## src/rtl/distributor.sv

```systemverilog
// One-to-many stream distributor: routes each upstream word to a directed
// channel or round-robin (ANY) to the next non-full channel, with per-channel FWFT FIFOs.
module distributor #(
    parameter int unsigned NUM_OUT = 4,
    parameter int unsigned WIDTH   = 10,
    parameter int unsigned DEPTH   = 2,
    parameter int unsigned ID_W    = $clog2(NUM_OUT + 1)
) (
    input  logic                              clk,
    input  logic                              rst,
    input  logic                              valid_us,
    output logic                              stall_us,
    input  logic [ID_W-1:0]                   dest_us,
    input  logic [WIDTH-1:0]                  data_us,
    output logic [NUM_OUT-1:0]                valid_ds,
    input  logic [NUM_OUT-1:0]                stall_ds,
    output logic [NUM_OUT-1:0][WIDTH-1:0]     data_ds,
    output logic                              drop
);

    localparam int unsigned RR_W  = $clog2(NUM_OUT);
    localparam int unsigned CNT_W = $clog2(DEPTH + 1);
    localparam int unsigned PTR_W = (DEPTH > 1) ? $clog2(DEPTH) : 1;

    logic [RR_W-1:0]    r_rrptr;
    logic               r_drop;
    logic [NUM_OUT-1:0] w_full;
    logic [NUM_OUT-1:0] w_wr_en;
    logic               w_is_dir;
    logic               w_is_any;
    logic               w_dir_full;
    logic               w_found;
    logic [RR_W-1:0]    w_target;
    logic               w_accept;

    assign w_is_dir = (32'(dest_us) < NUM_OUT);
    assign w_is_any = &dest_us;

    // Fullness of the addressed channel for directed words
    always_comb begin
        w_dir_full = 1'b0;
        for (int unsigned i = 0; i < NUM_OUT; i++) begin
            if (dest_us == ID_W'(i)) begin
                w_dir_full = w_full[i];
            end
        end
    end

    // First non-full channel starting at the round-robin pointer
    always_comb begin
        w_found  = 1'b0;
        w_target = '0;
        for (int unsigned k = 0; k < NUM_OUT; k++) begin
            if (!w_found && !w_full[(32'(r_rrptr) + k) % NUM_OUT]) begin
                w_found  = 1'b1;
                w_target = RR_W'((32'(r_rrptr) + k) % NUM_OUT);
            end
        end
    end

    always_comb begin
        stall_us = 1'b0;
        if (valid_us) begin
            if (w_is_dir) begin
                stall_us = w_dir_full;
            end else if (w_is_any) begin
                stall_us = ~w_found;
            end
        end
    end

    assign w_accept = valid_us & ~stall_us;

    always_comb begin
        w_wr_en = '0;
        for (int unsigned i = 0; i < NUM_OUT; i++) begin
            if (w_accept && ((w_is_dir && dest_us == ID_W'(i)) ||
                             (w_is_any && w_target == RR_W'(i)))) begin
                w_wr_en[i] = 1'b1;
            end
        end
    end

    always_ff @(posedge clk or negedge rst) begin
        if (!rst) begin
            r_rrptr <= '0;
            r_drop  <= 1'b0;
        end else begin
            r_drop <= valid_us & ~w_is_dir & ~w_is_any;
            if (w_accept && w_is_any) begin
                r_rrptr <= (w_target == RR_W'(NUM_OUT - 1)) ? '0 : w_target + RR_W'(1);
            end
        end
    end

    assign drop = r_drop;

    for (genvar g = 0; g < NUM_OUT; g++) begin : g_ch
        logic [WIDTH-1:0] r_mem [DEPTH];
        logic [PTR_W-1:0] r_wptr;
        logic [PTR_W-1:0] r_rptr;
        logic [CNT_W-1:0] r_count;
        logic             w_pop;

        assign w_full[g]   = (r_count == CNT_W'(DEPTH));
        assign valid_ds[g] = (r_count != '0);
        assign data_ds[g]  = r_mem[r_rptr];
        assign w_pop       = valid_ds[g] & ~stall_ds[g];

        // Payload storage carries no reset; validity is governed by r_count
        always_ff @(posedge clk) begin
            if (w_wr_en[g]) begin
                r_mem[r_wptr] <= data_us;
            end
        end

        always_ff @(posedge clk or negedge rst) begin
            if (!rst) begin
                r_wptr  <= '0;
                r_rptr  <= '0;
                r_count <= '0;
            end else begin
                if (w_wr_en[g]) begin
                    r_wptr <= (r_wptr == PTR_W'(DEPTH - 1)) ? '0 : r_wptr + PTR_W'(1);
                end
                if (w_pop) begin
                    r_rptr <= (r_rptr == PTR_W'(DEPTH - 1)) ? '0 : r_rptr + PTR_W'(1);
                end
                if (w_wr_en[g] && !w_pop) begin
                    r_count <= r_count + CNT_W'(1);
                end else if (w_pop && !w_wr_en[g]) begin
                    r_count <= r_count - CNT_W'(1);
                end
            end
        end

`ifndef SYNTHESIS
        a_no_push_full : assert property (@(posedge clk) disable iff (!rst)
            w_wr_en[g] |-> !w_full[g]);
`endif
    end

`ifndef SYNTHESIS
    a_wr_onehot0 : assert property (@(posedge clk) disable iff (!rst) $onehot0(w_wr_en));
`endif

endmodule

```

## config.mk

```make
export PLATFORM = sky130hd
export DESIGN_NAME = distributor
export DESIGN_NICKNAME = d
export VERILOG_FILES = /design/src/rtl/distributor.sv
export SDC_FILE = /design/constraint.sdc
export NUM_CORES = 1
export LEC_CHECK = 0
export ABC_CLOCK_PERIOD_IN_PS = 7500
export CORE_ASPECT_RATIO = 0.7
export CORE_MARGIN = 3
export CORE_UTILIZATION = 40
export DETAILED_ROUTE_END_ITERATION = 16
export GPL_TIMING_DRIVEN = 1
export PLACE_DENSITY = 0.72
export SYNTH_ARGS = -nofsm -noshare
export SYNTH_HDL_FRONTEND = slang
export SYNTH_SLANG_ARGS = --single-unit
```

## constraint.sdc

```tcl
create_clock -name clk -period 7.5 [get_ports clk]
set_input_delay 1.875 -clock clk [delete_from_list [all_inputs] [get_ports clk]]
set_output_delay 1.875 -clock clk [all_outputs]
set_load 0.02 [all_outputs]
```

==> reports/results.tsv <==
stage	metric	value	unit
worst_hold_path	Min-Delay Path Class	reg -> reg	
clock_tree	post_cts resized	0	
sta	minimum hold slack	0.495	ns
power	combinational group share of total power	34.0	%
sta	Slew headroom	41.0	%
critical_path	Crit path largest cell delay	0.64	ns
detailed_routing	number of vias per cell	4.98	
final_layout	fillers	832	
clock_tree	TritonCTS Buffers	9	
logic_synthesis	ys async rst share	19.2	%
critical_path	Buf+Inv Stages, Crit Path	2	
sta	fin. max-slew vios	0	
logic_synthesis	Cell variety after synth	36	
clock_tree	clock root buffer master	clkbuf_16	
power	Worst IR Drop VDD	0.187	mV
logic_synthesis	Syn Std Cell Area	0.00415	mm²
clock_tree	Clock Tree Buf Depth	2	
sta	final setup margin	1.52	ns
final_layout	Final Instance Area	0.00524	mm²
sta	Peak Freq	167	MHz
floorplan	Die Y	91.2	µm
critical_path	crit path cell chain	clkdlybuf4s50_1 > mux4_2 > nor2_1 > o21a_1 > clkdlybuf4s50_1	
floorplan	Initial Util	41.9	%
clock_tree	later-pin clock latency in the skew report	0.34	ns
placed_design	Place WS	1.54	ns
sta	Setup-failing EPs final	0	
logic_synthesis	syn_nets	281	
logic_synthesis	Synth Area per Inst	16.4	µm²
final_layout	Area Overhead vs Synth	26.4	%
placed_design	hpwl dp	5470	µm
global_routing	largest net degree at the start of global routing	20	
critical_path	CP startpoint	dest_us[0]	
detailed_routing	Initial DRC Count	138	
placed_design	Placed Area	0.00494	mm²
global_routing	initial antenna violation count	0	
logic_synthesis	number of synthesized flops with an enable pin	80	
critical_path	FF-to-FF Start	g_ch[0].r_count[0]	
status	status	completed	
power	Internal	1.28	mW
global_routing	vias in the first global route	2189	
critical_path	Largest delay share family, worst path	buffers and inverters	
final_layout	ant diodes	0	
final_layout	layout cells sized above 1	21.0	%
placed_design	PortBufs	65	
sta	Setup TNS	0	ns
logic_synthesis	synth warn	0	
floorplan	die area	0.0116	mm²
critical_path	CP max stage cell	clkdlybuf4s50_1	
global_routing	GRT Total Usage	13.9	%
power	Power Density	358	mW/mm²
detailed_routing	Antenna Nets Post-Route	0	
placed_design	routability cong.	0.804	
logic_synthesis	flops & latches, synth	99	
clock_tree	htree depth	3	
clock_tree	CTS tree	done	
global_routing	total congestion overflow	0	
critical_path	Setup CP Type	in -> out	
detailed_routing	routed wire length	7790	µm
logic_synthesis	Syn Inst Count	253	
sta	RSZ-0062 raised after global routing	false	
critical_path	CP arrival	4.11	ns
critical_path	CP Max Fanout	8	
power	clock share of power	24.3	%
detailed_routing	WL/cell	17.1	µm
floorplan	Cell Rows	30	
detailed_routing	DR vias	2270	
critical_path	CP dominant cell by count	clkdlybuf4s50_1	
sta	Final Hold Fails	0	
floorplan	core outline area	0.00991	mm²
detailed_routing	first-pass iteration count of the detailed router	4	
final_layout	Final nets	351	
logic_synthesis	Seq/Total Area, Yosys	69.4	%
critical_path	worst path required time	5.62	ns
job	max-cap check violation count	0	
power	LEAKAGE	1.88	nW
floorplan	I/O Pins	66	
sta	Least-Margin Pin Slew	0.883	ns
power	Switching Fraction	32.0	%
critical_path	Worst setup EP type	output pin	
worst_hold_path	hold_sp	g_ch[1].r_wptr	
sta	clk_skew	0.00666	ns
floorplan	chip width	128	µm
logic_synthesis	Top FF cell, synth	edfxtp_1	
global_routing	first-pass GRT wire length	12100	µm
detailed_routing	DRC	0	
sta	minimum clock period	5.98	ns
power	Psw	600	µW
clock_tree	cts hold-fix bufs	0	
clock_tree	count of clock tree sinks	99	
clock_tree	Clk pin slew, worst setup/hold paths	0.07	ns
sta	period utilisation layout	79.8	%
clock_tree	setup repair bufs after CTS	0	
critical_path	crit path launch type	input pin	
power	sequential share of power	41.7	%
## stage by stage
step                      cells  utilization [%]  power, mW
after floorplan             253                -       1.18
after global placement      440             49.9       1.42
after detailed placement    440             49.9       1.43
after CTS                   456             52.9       1.89
after global routing        456             52.9       1.97
final                       456             52.9       1.87
## Yosys cell counts, types with 2 or more instances
| library cell | n | area share, % |
|---|---|---|
| inv_1 | 7 | 0.63 |
| and3_1 | 2 | 0.30 |
| nand3b_1 | 2 | 0.36 |
| dfrtp_1 | 19 | 11 |
| or2_2 | 4 | 0.60 |
| o211ai_1 | 2 | 0.36 |
| xor2_1 | 10 | 2.1 |
| mux2_2 | 40 | 11 |
| nand2b_1 | 6 | 0.91 |
| o21ai_0 | 2 | 0.24 |
| mux2_4 | 2 | 0.72 |
| a21oi_1 | 4 | 0.48 |
| or3b_1 | 2 | 0.42 |
| xnor2_1 | 10 | 2.1 |
| or4b_4 | 2 | 0.66 |
| nor2_1 | 15 | 1.4 |
| edfxtp_1 | 80 | 58 |
| mux4_2 | 2 | 1.1 |
| and2_1 | 2 | 0.30 |
| nand2_1 | 5 | 0.45 |
| a2111o_1 | 2 | 0.54 |
| clkbuf_1 | 7 | 0.63 |
| nor3_1 | 3 | 0.36 |
| nand3_1 | 3 | 0.36 |
| or2b_1 | 2 | 0.36 |
| ha_1 | 8 | 2.4 |
## routing by layer
layer | GRT usage (%) | share of wire (%) | vias to the layer above
li1 | - | - | 1075
met1 | 20.0 | 48 | 1107
met2 | 19.7 | 44 | 80
met3 | 5.06 | 7.1 | 8
met4 | 4.15 | 0.83 | 0
met5 | 0 | 0 | -
## path summary, 6_finish.rpt
kind	to	slack, ns	depth (start not counted)
min	g_ch[1].r_wptr	0.50	1
max in group asynchronous	g_ch[1].r_rptr	4.92	1
max	stall_us	1.52	5
min reg2reg	g_ch[1].r_wptr	0.50	1
max reg2reg	g_ch[1].r_mem[1][0]	4.05	11
min in group asynchronous	g_ch[0].r_count[0]	2.03	1
## cells in the final DEF, fill, tap and decap left out, drive strengths merged, types with 3 or more instances in the layout
cell,Yosys,routed
a21oi,4,4
clkbuf,7,10
clkdlybuf4s50,0,65
dfrtp,19,19
edfxtp,80,80
ha,8,8
inv,7,10
mux2,42,42
nand2,5,5
nand2b,6,6
nand3,3,3
nor2,16,16
nor3,3,3
or2,4,4
xnor2,10,10
xor2,10,10
## power groups by stage
stage / logic [mW] / registers (mW) / clock network [mW]
3_3_place_gp: 0.635 / 0.789 / 0
3_5_place_dp: 0.640 / 0.792 / 0
2_1_floorplan: 0.457 / 0.727 / 0
4_1_cts: 0.645 / 0.782 / 0.466
5_1_grt: 0.687 / 0.797 / 0.488
6_report: 0.638 / 0.782 / 0.455
## cell families after synthesis
group | share of synthesized area (%)
AO/OA/AOI/OAI | 3.02
XOR/XNOR | 4.22
adder cells (fa/ha/maj) | 2.41
buffers and inverters | 1.39
flip-flops | 69.4
multiplexers | 12.7
AND/OR/NAND/NOR | 6.91
## area by class of cell
class / instances / area, µm² / area share, %
repair buffers: 67 / 666 / 12.7
clock buffers: 10 / 229 / 4.37
clock inverters: 6 / 72.6 / 1.38
flip-flops and latches: 99 / 2880 / 54.9
well taps: 128 / 160 / 3.05
multi-input cells: 139 / 1210 / 23.1
inverters: 7 / 26.3 / 0.501
## registers in the layout (all words and copies together) (netlist names)
name and flops:
g_ch.r_rptr 4, drop 1, g_ch.r_mem 80, g_ch.r_count 8
r_rrptr 2, g_ch.r_wptr 4
(Power assumes the default switching activity.)
